==> config.mk <==
export PLATFORM = sky130hd
export DESIGN_NAME = fwd_scoreboard_flat
export DESIGN_NICKNAME = d
export VERILOG_FILES = /design/src/rtl/fwd_scoreboard_if.sv /design/src/rtl/fwd_scoreboard.sv /design/src/flat_wrapper.sv
export SDC_FILE = /design/constraint.sdc
export NUM_CORES = 1
export LEC_CHECK = 0
export ABC_CLOCK_PERIOD_IN_PS = 2780
export CORE_AREA = 2 2 166 168
export CTS_CLUSTER_DIAMETER = 200
export DETAILED_ROUTE_END_ITERATION = 7
export DIE_AREA = 0 0 168 170
export PLACE_DENSITY = 0.56
export SYNTH_ARGS = -nofsm -noshare
export SYNTH_HDL_FRONTEND = slang
export SYNTH_SLANG_ARGS = --single-unit
==> constraint.sdc <==
create_clock -name clk -period 2.78 [get_ports clk]
set_input_delay 0.417 -clock clk [delete_from_list [all_inputs] [get_ports clk]]
set_output_delay 0.417 -clock clk [all_outputs]
set_load 0.01 [all_outputs]
==> src/rtl/fwd_scoreboard_if.sv <==
// Bundles the decode-side inputs, per-stage result buses and forwarding outputs
// of the operand-forwarding / load-use hazard unit.
interface fwd_scoreboard_if #(
  parameter int REG_W  = 8,
  parameter int DATA_W = 32,
  parameter int NSRC   = 2,
  parameter int DEPTH  = 3
);
  logic                    adv;
  logic                    i_valid;
  logic [REG_W-1:0]        i_dstE;
  logic [REG_W-1:0]        i_dstM;
  logic [NSRC*REG_W-1:0]   i_src;
  logic [NSRC*DATA_W-1:0]  i_rval;
  logic [DEPTH*DATA_W-1:0] st_valE;
  logic [DEPTH*DATA_W-1:0] st_valM;
  logic [NSRC*DATA_W-1:0]  o_val;
  logic                    o_stall;
  logic [15:0]             o_stall_cnt;
  logic [DEPTH*REG_W-1:0]  o_tag_dstE;
  logic [DEPTH*REG_W-1:0]  o_tag_dstM;

  modport master (
    output adv, i_valid, i_dstE, i_dstM, i_src, i_rval, st_valE, st_valM,
    input  o_val, o_stall, o_stall_cnt, o_tag_dstE, o_tag_dstM
  );

  modport slave (
    input  adv, i_valid, i_dstE, i_dstM, i_src, i_rval, st_valE, st_valM,
    output o_val, o_stall, o_stall_cnt, o_tag_dstE, o_tag_dstM
  );
endinterface

==> src/rtl/fwd_scoreboard.sv <==
// Operand forwarding and load-use hazard detection for the Y86 pipeline,
// tracking in-flight destination tags in a private shift register.
module fwd_scoreboard #(
  parameter int               REG_W   = 8,
  parameter int               DATA_W  = 32,
  parameter logic [REG_W-1:0] RNONE   = 8'h0F,
  parameter int               NSRC    = 2,
  parameter int               DEPTH   = 3,
  parameter int               MEM_RDY = 1
) (
  input logic             clk,
  input logic             rst,
  fwd_scoreboard_if.slave bus
);

  logic [REG_W-1:0]       tag_e_q [DEPTH];
  logic [REG_W-1:0]       tag_e_d [DEPTH];
  logic [REG_W-1:0]       tag_m_q [DEPTH];
  logic [REG_W-1:0]       tag_m_d [DEPTH];
  logic [15:0]            cnt_q;
  logic [15:0]            cnt_d;

  logic [NSRC*DATA_W-1:0] fwd_val;
  logic [NSRC-1:0]        haz;
  logic                   hit;
  logic [REG_W-1:0]       src;
  logic [DATA_W-1:0]      val_e;
  logic [DATA_W-1:0]      val_m;
  logic                   stall;

  // Youngest stage first; the first tag hit ends the scan. RNONE sources are
  // treated as already resolved so that bubble tags can never match them.
  always_comb begin
    fwd_val = bus.i_rval;
    haz     = '0;
    hit     = 1'b0;
    src     = '0;
    val_e   = '0;
    val_m   = '0;
    for (int n = 0; n < NSRC; n++) begin
      src = bus.i_src[n*REG_W +: REG_W];
      hit = (src == RNONE);
      for (int k = 0; k < DEPTH; k++) begin
        val_e = bus.st_valE[k*DATA_W +: DATA_W];
        val_m = bus.st_valM[k*DATA_W +: DATA_W];
        if (!hit) begin
          if (tag_m_q[k] == src) begin
            hit = 1'b1;
            if (k >= MEM_RDY) begin
              fwd_val[n*DATA_W +: DATA_W] = val_m;
            end else begin
              haz[n] = 1'b1;
            end
          end else if (tag_e_q[k] == src) begin
            hit = 1'b1;
            fwd_val[n*DATA_W +: DATA_W] = val_e;
          end
        end
      end
    end
  end

  assign stall = bus.i_valid && (|haz);

  always_comb begin
    tag_e_d = tag_e_q;
    tag_m_d = tag_m_q;
    cnt_d   = cnt_q;
    if (bus.adv) begin
      for (int k = DEPTH - 1; k > 0; k--) begin
        tag_e_d[k] = tag_e_q[k-1];
        tag_m_d[k] = tag_m_q[k-1];
      end
      // A stalled decode stays put, so a bubble enters E in its place.
      if (bus.i_valid && !stall) begin
        tag_e_d[0] = bus.i_dstE;
        tag_m_d[0] = bus.i_dstM;
      end else begin
        tag_e_d[0] = RNONE;
        tag_m_d[0] = RNONE;
      end
      if (stall && (cnt_q != 16'hFFFF)) begin
        cnt_d = cnt_q + 16'd1;
      end
    end
  end

  always_ff @(posedge clk or negedge rst) begin
    if (!rst) begin
      for (int k = 0; k < DEPTH; k++) begin
        tag_e_q[k] <= RNONE;
        tag_m_q[k] <= RNONE;
      end
      cnt_q <= '0;
    end else begin
      tag_e_q <= tag_e_d;
      tag_m_q <= tag_m_d;
      cnt_q   <= cnt_d;
    end
  end

  for (genvar g = 0; g < DEPTH; g++) begin : g_tag
    assign bus.o_tag_dstE[g*REG_W +: REG_W] = tag_e_q[g];
    assign bus.o_tag_dstM[g*REG_W +: REG_W] = tag_m_q[g];
  end

  assign bus.o_val       = fwd_val;
  assign bus.o_stall     = stall;
  assign bus.o_stall_cnt = cnt_q;

endmodule

==> src/flat_wrapper.sv <==
// flat-port wrapper written by rule: the top's interface ports become plain ports
module fwd_scoreboard_flat 
#(
  parameter int               REG_W   = 8,
  parameter int               DATA_W  = 32,
  parameter logic [REG_W-1:0] RNONE   = 8'h0F,
  parameter int               NSRC    = 2,
  parameter int               DEPTH   = 3,
  parameter int               MEM_RDY = 1
)
  (clk, rst, bus_adv, bus_i_valid, bus_i_dstE, bus_i_dstM, bus_i_src, bus_i_rval, bus_st_valE, bus_st_valM, bus_o_val, bus_o_stall, bus_o_stall_cnt, bus_o_tag_dstE, bus_o_tag_dstM);
  fwd_scoreboard_if #(.REG_W(REG_W), .DATA_W(DATA_W), .NSRC(NSRC), .DEPTH(DEPTH)) bus_i ();
  input logic clk;
  input logic rst;
  input wire logic [$bits(bus_i.adv)-1:0] bus_adv;
  input wire logic [$bits(bus_i.i_valid)-1:0] bus_i_valid;
  input wire logic [$bits(bus_i.i_dstE)-1:0] bus_i_dstE;
  input wire logic [$bits(bus_i.i_dstM)-1:0] bus_i_dstM;
  input wire logic [$bits(bus_i.i_src)-1:0] bus_i_src;
  input wire logic [$bits(bus_i.i_rval)-1:0] bus_i_rval;
  input wire logic [$bits(bus_i.st_valE)-1:0] bus_st_valE;
  input wire logic [$bits(bus_i.st_valM)-1:0] bus_st_valM;
  output wire logic [$bits(bus_i.o_val)-1:0] bus_o_val;
  output wire logic [$bits(bus_i.o_stall)-1:0] bus_o_stall;
  output wire logic [$bits(bus_i.o_stall_cnt)-1:0] bus_o_stall_cnt;
  output wire logic [$bits(bus_i.o_tag_dstE)-1:0] bus_o_tag_dstE;
  output wire logic [$bits(bus_i.o_tag_dstM)-1:0] bus_o_tag_dstM;
  assign bus_i.adv = bus_adv;
  assign bus_i.i_valid = bus_i_valid;
  assign bus_i.i_dstE = bus_i_dstE;
  assign bus_i.i_dstM = bus_i_dstM;
  assign bus_i.i_src = bus_i_src;
  assign bus_i.i_rval = bus_i_rval;
  assign bus_i.st_valE = bus_st_valE;
  assign bus_i.st_valM = bus_st_valM;
  assign bus_o_val = bus_i.o_val;
  assign bus_o_stall = bus_i.o_stall;
  assign bus_o_stall_cnt = bus_i.o_stall_cnt;
  assign bus_o_tag_dstE = bus_i.o_tag_dstE;
  assign bus_o_tag_dstM = bus_i.o_tag_dstM;
  fwd_scoreboard #(.REG_W(REG_W), .DATA_W(DATA_W), .RNONE(RNONE), .NSRC(NSRC), .DEPTH(DEPTH), .MEM_RDY(MEM_RDY)) u_core (.clk(clk), .rst(rst), .bus(bus_i));
endmodule
# Word level (Yosys, flattened, before mapping)
# Index checks and enable logic that the tools add are counted.
# op_classes
addsub	1
n_eq_ne	15
muxes	36
n_reduce_logical	6
# ops
op	n
32-bit two-way mux	18
8-bit equality test	12
16-bit by 1-bit adder with 16-bit output, second input constant	1
8-bit by 4-bit equality test with 1-bit output, second input constant	2
1-bit two-way mux	16
8-bit two-way mux	2
16-bit inequality test, second input constant	1
1-bit logical AND	3
2-bit AND reduction	1
2-bit OR reduction	1
1-bit logical NOT	1
# word_totals
ff_bits	64
elab_cells	65

# Depth between registers and ports, before layout
# Gate-level depths: netlist (run 1).
# depth
word_depth	10
depth_mapped	10
ltp_nobuf	7

# Worst setup path after synthesis (run 1)
# No wires, ideal clock.
# synth_path
kind	input to output
from	input bus_i_src[6]
to	output bus_o_val[13]
t_arrival_ns	2.187
setup_slack_ns	0.176
stages	8
path_cell_list	buf_2 -> xor2_1 -> nor4_4 -> nand2_1 -> and4_1 -> buf_2 -> buf_2 -> a222oi_1
# synth_via
elab_chain_len	10
# synth_lines
item	line_no	text
start, declared	flat_wrapper.sv:19	input wire logic [$bits(bus_i.i_src)-1:0] bus_i_src;
8-bit equality test	fwd_scoreboard.sv:54	end else if (tag_e_q[k] == src) begin
32-bit two-way mux	fwd_scoreboard.sv:54	
32-bit two-way mux	fwd_scoreboard.sv:47	if (tag_m_q[k] == src) begin
32-bit two-way mux	fwd_scoreboard.sv:46	if (!hit) begin
32-bit two-way mux	fwd_scoreboard.sv:54	
32-bit two-way mux	fwd_scoreboard.sv:47	
32-bit two-way mux	fwd_scoreboard.sv:46	
32-bit two-way mux	fwd_scoreboard.sv:54	
32-bit two-way mux	fwd_scoreboard.sv:47	
32-bit two-way mux (*)	fwd_scoreboard.sv:46	
end, declared	flat_wrapper.sv:23	output wire logic [$bits(bus_i.o_val)-1:0] bus_o_val;
# Every way passes the cells marked *; elsewhere a longest branch is shown, timed or not.

# Worst setup path after layout (run 1)
# layout_path
from	register u_core.tag_m_q, in the netlist u_core.bus.o_tag_dstM[0]
to	output bus_o_val[8]
# layout_via
elab_chain_len	9
# layout_lines
item	line_no	text
start, declared	fwd_scoreboard.sv:18	logic [REG_W-1:0] tag_m_q [DEPTH];
start signal, assigned	fwd_scoreboard.sv:97	tag_m_q <= tag_m_d;
8-bit equality test (*)	fwd_scoreboard.sv:47	
32-bit two-way mux	fwd_scoreboard.sv:47	
32-bit two-way mux	fwd_scoreboard.sv:46	
32-bit two-way mux	fwd_scoreboard.sv:54	
32-bit two-way mux	fwd_scoreboard.sv:47	
32-bit two-way mux	fwd_scoreboard.sv:46	
32-bit two-way mux	fwd_scoreboard.sv:54	
32-bit two-way mux	fwd_scoreboard.sv:47	
32-bit two-way mux (*)	fwd_scoreboard.sv:46	
# Marks and branches as above.

==> flow_summary.yaml, run 1 <==
timing:
  setup_ws_ns: -0.467
  hold_viol_final: 0
  finalCriticalPeriod_ns: 3.25
  timing.setup.tns_ns: -18.55
  tightest_slew_ns: 0.565
  skew_ns: 0.00696
  hold_slack_ns: 0.0112
  fmax_mhz: 308
  relSlewSlack: 0.623
  final.period_utilization: 1.17
  rsz0062_at_grt: "yes"
  slew_viol_final: 0
  finalSetupViolations: 64
synth:
  yosysMostFrequentCell: "o22ai_1"
  synth_edf_count: 0
  synth_nets: 980
  synth_top_area_share: 0.155
  synthesis.area_mm2: 0.00644
  synth.top_cells.by_count: "125 x o22ai_1, 66 x xor2_1, 56 x a222oi_1, 56 x mux2i_1, 45 x xnor2_1"
  synth_cells: 687
  seq_area_frac_synth: 0.253
  synth_top_cell_by_area: "dfrtp_1"
  synth.area.top_cells: "dfrtp_1 16%, o22ai_1 12%, dfstp_2 9.8%"
  synth-seq-cells: 64
  synth_cell_types: 55
  yosysWarningCount: 0
  avgSynthCellArea_um2: 9.38
  async_flop_share: 1.00
  synth_top_flop_cell: "dfrtp_1"
floorplanning:
  die_w_um: 168
  die_area_mm2: 0.0286
  die_h_um: 170
  start_util: 0.242
  fp-row-count: 60
  core_area_mm2: 0.0267
  boundaryPins: 421
hold_path:
  min_path_type: "in -> async"
setup_path:
  end_kind: "output pin"
  crit-reg2reg-launch: "u_core.bus.o_tag_dstM[0]$_DFFE_PN1P_"
  cp-start-kind: "register"
  worst-path-max-fanout: 6
  cp.required_ns: 2.36
  r2r_slack_ns: 0.43
  timing.critical_path.from: "u_core.bus.o_tag_dstM[0]$_DFFE_PN1P_"
  critPathArrivalTime_ns: 2.83
  critical_path_class: "reg -> out"
cts:
  cts_tree: "built"
  clock_sinks: 64
  cts_root_buffer: "clkbuf_16"
  htreeDepth: 3
  holdBufCountCts: 0
  clk-insertion-delay-late_ns: 0.34
  numCtsBuffers: 9
  clk_pin_slew_ns: 0.06
  cts_buffer_depth: 2
drt:
  viasPerCell: 5.50
  drt_iter0_markers: 1294
  ant_nets: 0
  first_pass_iters: 8
  wirelength_um: 42200
  routedWlPerCell_um: 25.7
  vias: 9038
  drc: 0
pwr:
  pwr-share-seq: 0.264
  pwr-share-clk: 0.264
  powerDensity_mw_per_mm2: 324
  p_int_mw: 2.96
  p_sw_mw: 1.44
  power_frac_comb: 0.472
  switching_share: 0.328
  leakagePower_nw: 5.90
  ir_worst_vdd_mv: 0.295
outcome:
  outcome: "finished with violations"
  violations: "negative setup slack"
finish:
  drive_gt1_frac: 0.394
  syn2layout_area_growth_pct: 111
  final_nets: 1578
  design_area_mm2: 0.0136
  stdcell_count: 1643
grt:
  grt_pass1_vias: 9016
  grt_start_max_net_pins: 43
  grt_usage: 0.277
  gr-total-overflow: 0
  grt_pass1_wl_um: 59400
  antenna_found_initial: 13
flow_run:
  maxCapViolCount: 0
placement:
  dp_slack_ns: -1.17
  gp_congestion: 1.01
  place_area_mm2: 0.0121
  portBuffers: 388
  numPlacedInstances: 1546
  dp_hpwl_um: 32100
per-stage QoR:
stage                     power (mW)  utilization
after detailed placement        3.06        0.454
after CTS                       4.32        0.492
after global routing            4.59        0.510
final                           4.40        0.510
after floorplan                 1.80            -
after global placement          3.05        0.454
worst max-delay path: stages (launching register included):
cell	delay, ns
dfstp_2	0.58
xor2_4	0.18
nor4_4	0.08
buf_4	0.15
a21bo_4	0.23
a21oi_4	0.19
o21ai_4	0.10
buf_12	0.15
buf_4	0.14
a222oi_1	0.43
buf_2	0.26
flip-flops by register name, indices dropped and copies added (netlist names):
register                count
u_core.bus.o_tag_dstM      24
u_core.bus.o_tag_dstE      24
u_core.bus.o_stall_cnt     16
power by group through the flow:
| stage | Clock (mW) | Sequential [mW] | Combinational, mW |
|---|---|---|---|
| 3_3_place_gp | 0 | 1.17 | 1.88 |
| 4_1_cts | 1.19 | 1.16 | 1.97 |
| 2_1_floorplan | 0 | 1.22 | 0.581 |
| 5_1_grt | 1.23 | 1.18 | 2.18 |
| 6_report | 1.16 | 1.16 | 2.08 |
| 3_5_place_dp | 0 | 1.17 | 1.89 |
layout by cell type, fill, tap and decap left out, types with 7 or more instances in the layout:
cell type        netlist  routed
buf_2                 26      64
mux2_2                33      33
diode_2                0      12
xnor2_1               45      42
nor4_2                 9       8
inv_1                 10      10
nand4_1               15      15
dlygate4sd2_1          0      11
a22o_1                12      12
buf_4                  9     191
nor4_4                 2       7
dfrtp_1               40      39
a222oi_1              56      56
nor2_1                 7       7
xor2_1                66      46
o22ai_1              125     100
o22ai_2                0      21
mux2i_1               56      56
o21ai_1                3       8
clkdlybuf4s50_1        0     305
dfstp_2               24      24
xor2_2                 0      16
buf_12                 0      22
o22a_1                11      11
nand2_1               23      18
clkbuf_16              0      11
buf_6                  7      53
nand3_1               15      13
per-layer routing:
metal  routed length (um)  vias up  global-route usage  part of all wire
met4                 1860        2               0.114             0.044
met2                20400      572               0.476              0.48
met5                   13        -                   0           0.00031
li1                     -     3995                   -                 -
met3                 3940      107              0.0712             0.093
met1                16000     4362               0.329              0.38
area by class of cell:
type	instances	area (um^2)
antenna	12	30.0
clock buffer	10	239
clock inverter	6	67.6
fill	2467	13100
inverter	10	37.5
multi-input combinational	543	5050
sequential	64	1630
tap	341	427
timing repair buffer	657	6100
worst paths after layout:
path,end,cells past startpoint
max in group asynchronous,u_core.bus.o_tag_dstM[8]$_DFFE_PN1P_,2
min reg2reg,u_core.bus.o_stall_cnt[10]$_DFFE_PN0P_,1
max,bus_o_val[8],10
max reg2reg,u_core.bus.o_stall_cnt[13]$_DFFE_PN0P_,9
min in group clk,u_core.bus.o_stall_cnt[10]$_DFFE_PN0P_,1
min,u_core.bus.o_tag_dstM[7]$_DFFE_PN0P_,1
kinds of logic (layout without fill, tap and decap cells):
group,count (synthesis),count (layout),synth area share
AO/OA/AOI/OAI,239,239,0.281
XOR/XNOR,111,111,0.151
AND/OR/NAND/NOR,102,103,0.103
multiplexers,89,89,0.145
buffers and inverters,81,683,0.0656
flip-flops,64,64,0.253
adder cells (fa/ha/maj),1,1,0.00194
other,0,12,0
what timing repair did:
| item | CTS | global route |
|---|---|---|
| buffers inserted | 47 | 25 |
| gates cloned | 6 | 3 |
| endpoints found under the setup margin | 65 | 65 |
| resized for setup | 420 | 81 |
| pin swaps | 82 | 69 |
No activity file was read; power rests on OpenSTA's default activity.
==> inputs of run 2 (changes only) <==
--- a/config.mk
+++ b/config.mk
@@ -5,12 +5,12 @@
 export SDC_FILE = /design/constraint.sdc
 export NUM_CORES = 1
 export LEC_CHECK = 0
-export ABC_CLOCK_PERIOD_IN_PS = 2780
-export CORE_AREA = 2 2 166 168
+export ABC_CLOCK_PERIOD_IN_PS = 2830
+export CORE_AREA = 2 2 163 165
 export CTS_CLUSTER_DIAMETER = 200
 export DETAILED_ROUTE_END_ITERATION = 7
-export DIE_AREA = 0 0 168 170
-export PLACE_DENSITY = 0.56
+export DIE_AREA = 0 0 165 167
+export PLACE_DENSITY = 0.59
 export SYNTH_ARGS = -nofsm -noshare
 export SYNTH_HDL_FRONTEND = slang
 export SYNTH_SLANG_ARGS = --single-unit
==> constraint.sdc (replaced) <==
create_clock -name clk -period 2.83 [get_ports clk]
set_input_delay 0.4245 -clock clk [delete_from_list [all_inputs] [get_ports clk]]
set_output_delay 0.4245 -clock clk [all_outputs]
set_load 0.01 [all_outputs]
==> run 2 against run 1 <==
Net effect: the flow finishes with violations (design-rule violations, negative setup slack); wire length grew 1.3%; non-clock buffer count grew 18; critical path depth is the same; clock power shrank 9%; critical path type unchanged; largest cell class unchanged; die area shrank 3.5%; sequential cell count is the same.
==> flow_summary.yaml, run 2 (synthesized netlist as in run 1, its figures left out) <==
drt:
  first_pass_iters: 8
  viasPerCell: 5.47
  drc: 1
  vias: 9075
  routedWlPerCell_um: 25.8
  wirelength_um: 42700
  drt_iter0_markers: 925
  drt-met1-wl_um: 16000
  routed.top_layer: "met4"
  wl_met3_um: 3920
  ant_nets: 0
  dr_wl_met2_um: 20900
floorplanning:
  fp-row-count: 59
  boundaryPins: 421
  core_area_mm2: 0.0258
  die_h_um: 167
  die_area_mm2: 0.0276
  die_w_um: 165
  start_util: 0.250
setup_path:
  slowest_delay_ns: 0.60
  r2r_slack_ns: 0.59
  worst-path-stages: 10
  crit_top_cell: "buf_4"
  worst-path-max-fanout: 7
  cp-start-kind: "register"
  cpMaxStageDelayCell: "dfstp_2"
  r2r_end: "u_core.bus.o_stall_cnt[6]$_DFFE_PN0P_"
  cp.required_ns: 2.41
  cpLargestDelayFamily: "buffers and inverters"
  r2r_cells: 8
  crit_chain: "buf_4 -> xor2_4 -> nor4_4 -> buf_4 -> buf_4 -> a21oi_4 -> o21ai_4 -> buf_12 -> a222oi_1 -> buf_2"
  critical_path_class: "reg -> out"
  critPathArrivalTime_ns: 2.81
  critPathBufInv: 5
  end_kind: "output pin"
  crit-reg2reg-launch: "u_core.bus.o_tag_dstM[3]$_DFFE_PN1P_"
outcome:
  outcome: "finished with violations"
  violations: "design-rule violations, negative setup slack"
finish:
  regArea_mm2: 0.00163
  stdcell_count: 1658
  multi_input_area_mm2: 0.00513
  syn2layout_area_growth_pct: 118
  final_cell_mix: "306 x clkdlybuf4s50_1, 192 x buf_4, 99 x o22ai_1, 59 x buf_2"
  mostFrequentLayoutCell: "clkdlybuf4s50_1"
  final_nets: 1595
  drive_gt1_frac: 0.413
  finish.utilization: 0.545
  nFillCells: 2363
  design_area_mm2: 0.0140
timing:
  relSlewSlack: 0.446
  hold_viol_final: 0
  final.period_utilization: 1.14
  finalSetupViolations: 64
  finalCriticalPeriod_ns: 3.23
  slew_viol_final: 0
  rsz0062_at_grt: "yes"
  tightest_slew_ns: 0.831
  hold_slack_ns: 0.249
  skew_ns: 0.00409
  setup_ws_ns: -0.403
  timing.setup.tns_ns: -17.37
  fmax_mhz: 309
pwr:
  leakagePower_nw: 6.10
  ir_worst_vdd_mv: 0.319
  powerDensity_mw_per_mm2: 302
  power_mw: 4.24
flow_run:
  maxCapViolCount: 0
grt:
  grt_pass1_vias: 9296
  grt_pass1_wl_um: 60000
  grt_start_max_net_pins: 65
  gr-total-overflow: 0
  grt_usage: 0.295
  antenna_found_initial: 16
cts:
  cts_buffer_depth: 2
  htreeDepth: 3
  clock_sinks: 64
  clk-insertion-delay-late_ns: 0.33
  cts_root_buffer: "clkbuf_16"
  cts_tree: "built"
  holdBufCountCts: 0
  clk_pin_slew_ns: 0.05
  numCtsBuffers: 9
placement:
  numPlacedInstances: 1555
  place_area_mm2: 0.0123
  gp_congestion: 0.951
  portBuffers: 388
  dp_slack_ns: -1.25
  dp_hpwl_um: 32200
hold_path:
  min_path_type: "in -> async"
## run 2: power by group
part	total [mW]	internal, mW	switching, mW
clock	1.06	0.663	0.398
sequential	1.15	1.03	0.115
combinational	2.03	1.17	0.866
## run 2: timing repair
item | 4_1_cts | 5_1_grt
gates resized for setup | 464 | 85
setup endpoints to repair | 65 | 65
pin swaps | 84 | 67
setup buffers | 39 | 31
cloned | 7 | 5
## run 2: final cells by class
type	count	area share
flip-flops and latches	64	0.116
clock inverters	2	0.000892
diodes	16	0.00285
repair buffers	675	0.462
multi-input cells	542	0.366
clock buffers	14	0.0195
well taps	335	0.0299
inverters	10	0.00267
## run 2: metal layers
metal  vias up  global-route usage
li1       4036                   -
met1      4388               0.340
met2       549               0.496
met3       102              0.0862
met4         0               0.140
met5         -             0.00182
## run 2: worst max path at each step
stage | end | from
2_1_floorplan | bus_o_val[13] | bus_i_src[6]
3_3_place_gp | bus_o_val[36] | bus_i_src[9]
3_5_place_dp | bus_o_val[36] | bus_i_src[9]
4_1_cts | bus_o_val[36] | u_core.bus.o_tag_dstE[2]$_DFFE_PN1P_
5_1_grt | bus_o_val[36] | u_core.bus.o_tag_dstE[4]$_DFFE_PN0P_
6_report | bus_o_val[25] | u_core.bus.o_tag_dstE[0]$_DFFE_PN1P_
## run 2: worst reg2reg max path, delay by kind of cell, from the launching register on
kind / cells / cell delay [ns]
AND/OR/NAND/NOR: 3 / 0.68
flip-flops: 1 / 0.59
XOR/XNOR: 2 / 0.25
buffers and inverters: 2 / 0.36
AO/OA/AOI/OAI: 1 / 0.23
